===== config.mk =====
export PLATFORM = sky130hd
export DESIGN_NAME = reg_bus_arbiter
export DESIGN_NICKNAME = d
export VERILOG_FILES = /design/src/rtl/reg_bus_arbiter.sv
export SDC_FILE = /design/constraint.sdc
export NUM_CORES = 1
export LEC_CHECK = 0
export ABC_AREA = 1
export BUFFER_PORTS_ARGS = -buffer_cell sky130_fd_sc_hd__buf_4
export CORE_ASPECT_RATIO = 0.6
export CORE_MARGIN = 1
export CORE_UTILIZATION = 35
export CTS_CLUSTER_SIZE = 14
export DETAILED_ROUTE_END_ITERATION = 16
export PLACE_DENSITY = 0.68
export SYNTH_ARGS = -nofsm -noshare
export SYNTH_HDL_FRONTEND = slang
export SYNTH_SLANG_ARGS = --single-unit
export TNS_END_PERCENT = 5

===== constraint.sdc =====
create_clock -name clk -period 1.3 [get_ports clk]
set_input_delay 0 -clock clk [delete_from_list [all_inputs] [get_ports clk]]
set_output_delay 0 -clock clk [all_outputs]
set_load 0.02 [all_outputs]

===== src/rtl/reg_bus_arbiter.sv =====
// rtl/reg_bus_arbiter.sv - two-master round-robin arbiter and sequencer for the register-file slave port
module reg_bus_arbiter #(
    parameter int DATA_WIDTH    = 32,
    parameter int ADDRESS_WIDTH = 8,
    parameter int RD_LATENCY    = 1
) (
    input  logic                     clk,
    input  logic                     reset_n,
    input  logic                     m0_req,
    input  logic                     m0_we,
    input  logic [ADDRESS_WIDTH-1:0] m0_address,
    input  logic [DATA_WIDTH-1:0]    m0_write_data,
    output logic                     m0_ack,
    output logic [DATA_WIDTH-1:0]    m0_read_data,
    output logic                     m0_error,
    input  logic                     m1_req,
    input  logic                     m1_we,
    input  logic [ADDRESS_WIDTH-1:0] m1_address,
    input  logic [DATA_WIDTH-1:0]    m1_write_data,
    output logic                     m1_ack,
    output logic [DATA_WIDTH-1:0]    m1_read_data,
    output logic                     m1_error,
    output logic                     cs,
    output logic                     we,
    output logic [ADDRESS_WIDTH-1:0] address,
    output logic [DATA_WIDTH-1:0]    write_data,
    input  logic [DATA_WIDTH-1:0]    read_data,
    input  logic                     error,
    output logic [1:0]               grant,
    output logic                     busy
);

    typedef enum logic [1:0] {IDLE, ISSUE, WAIT, RESP} state_t;

    localparam logic [3:0] LATENCY = 4'(RD_LATENCY);

    state_t     state;
    logic       prio;
    logic [3:0] wait_cnt;
    logic       pick_m1;

    // prio=0 means master 0 wins a tie, prio=1 means master 1 wins
    assign pick_m1 = m1_req && (!m0_req || prio);

    always_ff @(posedge clk) begin
        if (!reset_n) begin
            state        <= IDLE;
            prio         <= 1'b0;
            wait_cnt     <= '0;
            cs           <= 1'b0;
            we           <= 1'b0;
            address      <= '0;
            write_data   <= '0;
            grant        <= 2'b00;
            busy         <= 1'b0;
            m0_ack       <= 1'b0;
            m0_read_data <= '0;
            m0_error     <= 1'b0;
            m1_ack       <= 1'b0;
            m1_read_data <= '0;
            m1_error     <= 1'b0;
        end else begin
            case (state)
                IDLE: begin
                    if (m0_req || m1_req) begin
                        grant      <= pick_m1 ? 2'b10 : 2'b01;
                        cs         <= 1'b1;
                        we         <= pick_m1 ? m1_we : m0_we;
                        address    <= pick_m1 ? m1_address : m0_address;
                        write_data <= pick_m1 ? m1_write_data : m0_write_data;
                        busy       <= 1'b1;
                        state      <= ISSUE;
                    end
                end
                ISSUE: begin
                    cs       <= 1'b0;
                    we       <= 1'b0;
                    wait_cnt <= 4'd1;
                    state    <= WAIT;
                end
                WAIT: begin
                    if (wait_cnt == LATENCY) begin
                        // response is captured for writes as well so slave errors reach the master
                        if (grant[1]) begin
                            m1_read_data <= read_data;
                            m1_error     <= error;
                            m1_ack       <= 1'b1;
                        end else begin
                            m0_read_data <= read_data;
                            m0_error     <= error;
                            m0_ack       <= 1'b1;
                        end
                        state <= RESP;
                    end else begin
                        wait_cnt <= wait_cnt + 4'd1;
                    end
                end
                RESP: begin
                    m0_ack <= 1'b0;
                    m1_ack <= 1'b0;
                    grant  <= 2'b00;
                    busy   <= 1'b0;
                    prio   <= ~grant[1];
                    state  <= IDLE;
                end
                default: state <= IDLE;
            endcase
        end
    end

endmodule


Yosys cells after proc, flatten, opt, wreduce, memory -nomap -nowiden
Cells that the tools add are included.

word-level totals
  bits in registers = 120
  input bits = 119
  output and inout port bits = 113
  word-level logic and storage cells = 66

cells by class
  add/subtract/negate cells = 1
  equal/unequal tests = 9
  multiplexer cells = 22
  bitwise logic cells = 1
  reduce and logical (&&, ||, !) cells = 18

operators by type and width
  cell                                            number
  two-way mux 32 bit                              1
  AND reduction 3 bit                             4
  inequality test 2 bit (second input constant)   5
  one-hot mux 1 bit (2 select lines)              5
  AND reduction 2 bit                             5
  two-way mux 2 bit                               4
  two-way mux 8 bit                               1
  one-hot mux 2 bit (4 select lines)              1
  one-hot mux 4 bit (2 select lines)              1
  nonzero test 2 bit                              4
  two-way mux 1 bit                               7
  adder 4 x 1 -> 4 bit (second input constant)    1
  == test 2 bit (second input constant)           2
  == test 4 x 1 -> 1 bit (second input constant)  1
  two-way mux 4 bit                               1
  one-hot mux 2 bit (2 select lines)              1
  == test 2 x 1 -> 1 bit (second input constant)  1
  zero test 2 bit                                 1
  logical OR 1 bit                                2
  logical AND 1 bit                               1
  zero test 1 bit                                 1
  inverter 1 bit                                  1

Longest topological paths before layout
Gate-level depths: netlist of run 1.

  depth after elaboration = 6
  depth in mapped cells = 9

Least setup slack after synthesis of run 1
OpenSTA, ideal clock, no wires.

  kind = reg-to-reg
  from = reg state[0]
  to = reg address[0]
  arrival time = 1.306 ns
  required time = 1.191 ns
  slack = -0.114 ns
  cell stages (with the launch flop) = 10
  path buffers = 1
  clock period less this slack = 1.414 ns
  cell sequence = dfxtp_1 > inv_1 > ha_1 > o21ai_4 > inv_2 > buf_4 > nor2_1 > nor2_1 > nand2_1 > inv_1

on the way
  word-level cells in the longest chain between the ends = 2

RTL lines
  what                                  RTL line  text
  from (decl)                           37        state_t state;
  from (signal assigned)                47        state <= IDLE;
  from (signal assigned)                72        state <= ISSUE;
  from (signal assigned)                79        state <= WAIT;
  zero test 2 bit                       63        case (state)
  AND reduction 2 bit (no source line)  n/a
  to (signal assigned)                  69        address <= pick_m1 ? m1_address : m0_address;
  to (decl)                             25        output logic [ADDRESS_WIDTH-1:0] address,

Every way passes these cells.
A chain may end at the register's enable or synchronous reset.

Worst setup path in the final report of run 1
  from = reg state[0]
  to = reg write_data[28]

on the way
  word-level cells in the longest chain between the ends = 2

RTL lines
  what                                  RTL line  text
  zero test 2 bit                       63
  AND reduction 2 bit (no source line)  n/a
  to (signal assigned)                  70        write_data <= pick_m1 ? m1_write_data : m0_write_data;
  to (decl)                             26        output logic [DATA_WIDTH-1:0] write_data,

Every way passes these cells.

==> results of run 1 <==
through the flow:
stage          setup TNS (ns)  setup WS, ns  utilization (%)  instance area, um^2
2_1_floorplan               0       0.00515                -                 5220
3_5_place_dp            -2.15       -0.0645             50.7                 7350
5_1_grt                 -7.47        -0.148             65.2                 9460
3_3_place_gp           -0.358       -0.0475             50.7                 7350
4_1_cts                -0.344       -0.0324             63.1                 9160
6_report                -1.69       -0.0820             65.2                 9460
cell usage in the layout (no fill, tap or decap), types with 19 or more instances in the layout:
| master | count |
|---|---|
| buf_4 | 255 |
| nand2_1 | 174 |
| nor2_1 | 124 |
| clkbuf_16 | 19 |
| nand3_1 | 85 |
| inv_1 | 52 |
| nor2_2 | 24 |
| dfxtp_1 | 118 |
| dlygate4sd3_1 | 117 |
| a21oi_1 | 39 |
| o21ai_0 | 28 |
final cells by class:
class	instances	area, um^2
Timing Repair Buffer	392	3460
Inverter	61	241
Tap cell	198	248
Clock buffer	20	447
Fill cell	1210	5050
Clock inverter	11	149
Multi-Input combinational cell	523	2510
Sequential cell	120	2410
power breakdown:
group	internal (W)	switching, W	total [W]
sequential	0.00434	0.000426	0.00477
combinational	0.00299	0.00354	0.00653
clock	0.00306	0.00171	0.00477
final timing paths:
check        depth (start not counted)  slack [ns]                to        startpoint
max reg2reg                          9       -0.08    write_data[28]          state[0]
max                                  9       -0.08    write_data[28]          state[0]
min reg2reg                          2        0.46  m1_read_data[20]  m1_read_data[20]
min                                  5        0.09                we            m0_req
kinds of logic (layout without fill, tap and decap cells):
| family | after synthesis | count (layout) | synth area share [%] |
|---|---|---|---|
| buf+inv | 106 | 484 | 9.53 |
| flops | 120 | 120 | 46.1 |
| fa+ha+maj | 9 | 9 | 2.16 |
| simple gates | 430 | 430 | 33.8 |
| compound gates | 84 | 84 | 8.38 |
layer usage:
| layer | vias up | wire length (um) | track usage [%] |
|---|---|---|---|
| met4 | 0 | 255 | 7.93 |
| met2 | 236 | 8690 | 35.6 |
| met1 | 2752 | 8610 | 30.1 |
| met3 | 27 | 1290 | 6.32 |
| li1 | 3085 | - | - |
| met5 | - | 0 | 0 |
critical path, stage by stage, from the launching register on:
cell       delay, ns
dfxtp_2         0.35
inv_4           0.06
ha_4            0.17
o21ai_4         0.07
clkinv_4        0.17
clkbuf_16       0.23
nor2_2          0.09
nor2_1          0.05
nand2_1         0.06
inv_1           0.03
timing repair:
| action | in CTS | in global routing |
|---|---|---|
| resized for setup | 10 | 63 |
| setup endpoints to repair | 109 | 118 |
| setup buffers | 0 | 5 |
| endpoints found under the hold margin | 109 | 0 |
| pin swaps | 1 | 8 |
| gates cloned | 0 | 2 |
| hold buffers | 117 | 0 |
registers in the layout (all words and copies together) (netlist names), 2 cells and up:
register	flops
state	2
write_data	32
m1_read_data	32
grant	2
wait_cnt	4
m0_read_data	32
address	8
==> impl_metrics.tcl, run 1 <==
set metrics [dict create \
    status "finished, violations left" \
    violations "negative setup slack" \
    io_buffers 231 \
    die_height_um 96.5 \
    critPathCaptureType "flip-flop" \
    yosysMostFrequentCell "nand2_1" \
    p_total_w 0.0161 \
    setup_violations 39 \
    area_delta_synth_final_pct 81.4 \
    dieWidth_um 160 \
    leakagePower_nw 4.63 \
    htree_levels 4 \
    start_util_pct 35.9 \
    yosysTopAreaCell "dfxtp_1" \
    wirelength_mm 18.9 \
    grt_overflow 0 \
    io_pins 232 \
    ys_seq_area_share_pct 46.1 \
    core-area_um2 14500 \
    grt_pass1_vias 5515 \
    cts_buffer_depth 2 \
    arrival_ns 1.69 \
    first_pass_iters 5 \
    fin_crit_sh_pct 106 \
    ir_drop_mv 0.943 \
    required_ns 1.60 \
    holdWs_ns 0.0918 \
    dp_hpwl_mm 11.5 \
    cts_num_sinks 120 \
    synth_ff_type "dfxtp_1" \
    layoutNonFillerInstCount 1325 \
    num_rows 34 \
    antenna_found_initial 0 \
    synth_commonest_cells "nand2_1, nor2_1, dfxtp_1" \
    async_flop_share_pct 0 \
    grt_pass1_wl_mm 27.6 \
    die_area_um2 15400 \
    globalplace.congestion 0.785 \
    place_inst 1170 \
    drv_cap 0 \
    hold_class "in2reg" \
    routedWlPerCell_um 14.2 \
    drv_slew 0 \
    finalHoldViolations 0 \
    clk_pin_slew_worst_paths_ns 0.06 \
    syn_nets 877 \
    layout.nets 1243 \
    yosys_register_bits 120 \
    drc 0 \
    fmax_ghz 0.724 \
    grt_max_degree 59 \
    yosys_warnings 0 \
    grt_setup_unrepaired "yes" \
    tightest_slew_ns 0.347 \
    tritoncts "done" \
    synth_edf_count 0 \
    via_count 6100 \
    ys_types 26 \
    netlist_top_cells_area "dfxtp_1, nand2_1, nor2_1, nand3_1, a21oi_1" \
    finClkSkew_ns 0.0147 \
    period_needed_ns 1.38 \
    clk_latency_ns 0.41 \
    slew_headroom_pct 76.8 \
    crit_fanout 15 \
    avgSynthCellArea_um2 6.96 \
    clockRootBuffer "clkbuf_16" \
    critPathLaunchType "flip-flop" \
    antenna_cells 0 \
    cts_made_buffers 17 \
    via_per_inst 4.60 \
    setup_ws_ns -0.0820 \
    grt_usage_pct 22.7 \
    synth_top_area_share_pct 46.1 \
    detail-route-antenna-nets 0 \
    synthCells 749 \
    p_per_area_nw_per_um2 1700 \
    netlist_area_um2 5210 \
    drive_gt1_share_pct 32.7 \
    crit_type "reg2reg" \
    drt-initial-drc-count 280 \
]
(Power assumes the default switching activity.)
==> run 2, diff against run 1 <==
- BUFFER_PORTS_ARGS: -buffer_cell sky130_fd_sc_hd__buf_4 -> default
- DONT_BUFFER_PORTS: default -> 1
- PLACE_DENSITY: 0.68 -> 0.54
==> run 2 against run 1 <==
Design area shrank 17%. First-iteration DRC count is 77% higher. Utilization decreased by 11 points. The flow still finishes with violations (negative setup slack). Critical path depth is 1 lower. Clock power barely moved. Largest cell class is now multi-input combinational cells. Sequential share of layout area is 5.1 points higher. Count of clock-buffer cells in the layout is 3 lower. Power down 5.0%. Clock skew decreased by 0.0060 ns. Die area unchanged. Sequential power increased by 15%.
==> impl_metrics.tcl, run 2 (synthesis gave the netlist of run 1 again) <==
set metrics [dict create \
    setup_violations 32 \
    wirelength_mm 17.5 \
    ir_drop_mv 0.922 \
    period_needed_ns 1.34 \
    clk_latency_ns 0.41 \
    dieWidth_um 160 \
    tritoncts "done" \
    reg_top3 "m0_read_data: 32 flops, m1_read_data: 32 flops, write_data: 32 flops" \
    detail-route-antenna-nets 0 \
    placed_cell_area_um2 5610 \
    slew_headroom_pct 78.6 \
    p_per_area_nw_per_um2 1940 \
    required_ns 1.59 \
    holdWs_ns 0.0220 \
    violations "negative setup slack" \
    finClkSkew_ns 0.00867 \
    setup_tns_ns -0.439 \
    antenna_found_initial 0 \
    cts_buffer_depth 2 \
    hold_class "in2reg" \
    dp_hpwl_mm 10.4 \
    routedWlPerCell_um 15.9 \
    grt_max_degree 44 \
    drive_gt1_share_pct 18.8 \
    setup_ws_ns -0.0420 \
    post-route-cell-area_um2 7890 \
    mostFrequentLayoutCells "nand2_1, dlygate4sd3_1, dfxtp_1" \
    start_util_pct 35.9 \
    drv_cap 0 \
    critPathCaptureType "flip-flop" \
    antenna_cells 0 \
    layout.nets 1020 \
    area_delta_synth_final_pct 51.3 \
    io_pins 232 \
    io_buffers 0 \
    finalHoldViolations 0 \
    die_area_um2 15400 \
    cts_made_buffers 17 \
    drt-initial-drc-count 495 \
    cts_num_sinks 120 \
    status "finished, violations left" \
    globalplace.congestion 0.777 \
    core-area_um2 14500 \
    final_common_cell "nand2_1" \
    fillers 1270 \
    arrival_ns 1.64 \
    drc 0 \
    clockRootBuffer "clkbuf_16" \
    grt_usage_pct 21.0 \
    tightest_slew_ns 0.321 \
    crit_type "reg2reg" \
    clk_pin_slew_worst_paths_ns 0.06 \
    via_count 5569 \
    fmax_ghz 0.745 \
    fin_crit_sh_pct 103 \
    grt_pass1_wl_mm 25.4 \
    drv_slew 0 \
    htree_levels 4 \
    die_height_um 96.5 \
    crit_fanout 16 \
    leakagePower_nw 3.51 \
    critPathLaunchType "flip-flop" \
    first_pass_iters 5 \
    grt_setup_unrepaired "yes" \
    num_rows 34 \
    via_per_inst 5.05 \
    grt_overflow 0 \
    grt_pass1_vias 5119 \
]
run 2: cell type report:
class / count / area (um^2) / area share, %
clock buffer: 17 / 425 / 5.39
clock inverter: 15 / 165 / 2.09
inverter: 61 / 246 / 3.12
multi-input combinational: 523 / 2570 / 32.6
sequential: 120 / 2410 / 30.5
tap: 198 / 248 / 3.14
timing repair buffer: 169 / 1830 / 23.1
run 2: path summary, 6_finish.rpt:
kind | from | endpoint | depth (start not counted) | slack [ns]
hold reg to reg | m0_read_data[30] | m0_read_data[30] | 2 | 0.52
hold / removal | m1_req | grant[0] | 4 | 0.02
setup / recovery | state[0] | m0_read_data[2] | 8 | -0.04
setup reg to reg | state[0] | m0_read_data[2] | 8 | -0.04
run 2: stage by stage:
stage	util [%]	total power, W	setup slack, ns	instances
after global placement	38.7	0.00881	-0.0450	943
after global routing	54.4	0.0162	-0.114	1103
after CTS	52.4	0.0145	-0.0543	1097
final	54.4	0.0153	-0.0420	1103
after detailed placement	38.7	0.00897	-0.113	943
after floorplan	-	0.00792	0.00515	749
run 2: where the power goes:
part	internal (W)	leakage (nW)	switching, W
combinational	0.00229	2.24	0.00273
clock	0.00286	0.289	0.00188
sequential	0.00434	0.980	0.00116
run 2: per-layer routing:
layer	global-route usage [%]	up-vias	wire length (um)
met5	0	-	0
met4	8.25	0	427
met3	7.51	55	1630
met2	33.8	337	8000
met1	25.9	2529	7460
li1	-	2648	-
run 2: what timing repair did:
item,4_1_cts,5_1_grt
endpoints found under the hold margin,118,0
hold buffers,119,0
cloned,2,5
setup endpoints to repair,110,118
setup buffers,1,1
pin swaps,2,9
resized for setup,40,59
run 2: critical path, cell delays in order, from the launching register on:
cell	delay, ns
dfxtp_2	0.34
inv_4	0.09
ha_4	0.17
nand2_4	0.06
nor2_4	0.17
inv_4	0.08
buf_12	0.16
nor2_1	0.09
nor2_1	0.06
==> run 3, diff against run 2 <==
- PLACE_DENSITY: 0.54 -> 0.52
- clock period: 1.3 -> 1.7 ns (I/O delays scaled with it)
==> run 3 against run 2 <==
Design area decreased by 8.0%. Critical path type unchanged. Largest power group unchanged. Non-clock buffer count down 34. Global-route usage fell by 0.66 points. Power decreased by 30%. Setup slack improved by 0.15 ns. Combinational power down 47%. Fmax fell by 16%. The flow now finishes without violations.
==> impl_metrics.tcl, run 3 (synthesis gave the netlist of run 1 again) <==
set metrics [dict create \
    drc 0 \
    final_common_cell "nand2_1" \
    r2r_start "wait_cnt[1]" \
    finalHoldViolations 0 \
    grt_pass1_wl_mm 24.9 \
    htree_levels 4 \
    required_ns 2.03 \
    antenna_cells 0 \
    via_count 5232 \
    via_per_inst 4.89 \
    leakagePower_nw 3.26 \
    clk_latency_ns 0.41 \
    grt_overflow 0 \
    detail-route-antenna-nets 0 \
    p_total_w 0.0107 \
    drv_slew 0 \
    placed_cell_area_um2 5360 \
    slew_headroom_pct 68.3 \
    grtUsageMet1_pct 25.0 \
    mostFrequentLayoutCells "nand2_1, nor2_1, dfxtp_1, dlygate4sd3_1, nand3_1" \
    r2r_setup_slack_ns 0.10 \
    core-area_um2 14500 \
    fillers 1340 \
    hold_class "in2reg" \
    crit_type "reg2reg" \
    critPathLaunch "wait_cnt[1]" \
    fin_crit_sh_pct 93.8 \
    post-route-cell-area_um2 7250 \
    grt_setup_unrepaired "yes" \
    grt_max_degree 51 \
    tritoncts "done" \
    arrival_ns 1.92 \
    clockRootBuffer "clkbuf_16" \
    die_area_um2 15400 \
    reg2reg_depth 7 \
    antenna_found_initial 0 \
    drive_gt1_share_pct 7.12 \
    routedWlPerCell_um 15.4 \
    first_pass_iters 7 \
    critPathLaunchType "flip-flop" \
    tightest_slew_ns 0.475 \
    busiest_layer "met2" \
    drt-initial-drc-count 486 \
    fmax_ghz 0.627 \
    clk_pin_slew_worst_paths_ns 0.05 \
    grt_use_met3_pct 6.66 \
    setup_violations 0 \
    drv_cap 0 \
    endpoint "wait_cnt[2]" \
    start_util_pct 35.9 \
    ir_drop_mv 0.630 \
    io_pins 232 \
    wirelength_mm 16.5 \
    cts_made_buffers 17 \
    io_buffers 0 \
    die_height_um 96.5 \
    setup_ws_ns 0.105 \
    num_rows 34 \
    period_needed_ns 1.60 \
    status "finished clean" \
    r2r-end "wait_cnt[2]" \
    critPathCaptureType "flip-flop" \
    cts_num_sinks 120 \
    grt_usage_pct 20.3 \
    dp_hpwl_mm 10.1 \
    dieWidth_um 160 \
    layout.nets 986 \
    gr-usage-met2_pct 33.8 \
    reg_top3 "m0_read_data: 32 flops, m1_read_data: 32 flops, write_data: 32 flops" \
    cts_buffer_depth 2 \
    finClkSkew_ns 0.00695 \
    globalplace.congestion 0.815 \
    pre_cts_ws_ns -0.0674 \
    area_delta_synth_final_pct 39.2 \
    crit_fanout 13 \
    grt_pass1_vias 4830 \
    p_per_area_nw_per_um2 1480 \
]
run 3: changes by cell type in the layout (fill, tap and decap cells not counted), sizes merged:
cell	delta
buf	-32
clkinv	-5
clkinvlp	+4
inv	-2
bufinv	+1
clkbuf	-1
dlygate4sd3	+1
run 3: critical path, cell delays in order, from the launching register on:
cell and delay [ns]:
dfxtp_1 0.41, inv_1 0.07, ha_1 0.21, nand2_4 0.12
nand2_1 0.28, nand2_1 0.21, nand2_1 0.07, a21oi_1 0.15
run 3: routing by layer:
layer  up-vias  part of all wire [%]
li1       2569                     -
met4         0                   1.7
met3        33                   9.5
met1      2369                    43
met2       261                    46
met5         -                     0
run 3: final cells by class:
| cell class | instances | area (um^2) | area share (%) |
|---|---|---|---|
| repair buffers | 135 | 1420 | 19.6 |
| inverters | 61 | 239 | 3.29 |
| multi-input cells | 523 | 2320 | 32.0 |
| flip-flops and latches | 120 | 2400 | 33.1 |
| clock buffers | 19 | 453 | 6.24 |
| clock inverters | 13 | 168 | 2.31 |
| well taps | 198 | 248 | 3.41 |
run 3: worst min path at each step:
stage	from	slack, ns	depth (start not counted)	end
after global placement	read_data[9]	0.14	2	m0_read_data[9]
after floorplan	read_data[27]	0.13	2	m0_read_data[27]
after CTS	reset_n	0.01	4	write_data[14]
final	reset_n	0.03	4	write_data[13]
after global routing	reset_n	0.07	4	write_data[25]
after detailed placement	reset_n	0.14	2	m1_ack
run 3: metrics by stage:
stage	hold WS [ns]	instances	setup TNS (ns)	utilization, %
after global routing	0.0654	1069	-0.0288	50.0
after floorplan	0.135	749	0	-
after detailed placement	0.143	915	-1.03	36.9
after global placement	0.135	915	0	36.9
final	0.0339	1069	0	50.0
after CTS	0.0142	1067	0	49.6
run 3: timing repair:
action / in CTS / in global routing
buffers inserted: 0 / 1
hold buffers: 120 / 0
endpoints found under the setup margin: 33 / 104
cloned: 0 / 1
pin swaps: 0 / 1
resized for setup: 2 / 8
hold endpoints to repair: 116 / 0
run 3: where the power goes:
group	switching (W)	total [W]	leakage, nW	internal, W
clock network	0.00138	0.00378	0.289	0.00240
logic	0.00162	0.00267	1.99	0.00105
registers	0.000940	0.00425	0.979	0.00331
total	0.00393	0.0107	3.26	0.00677
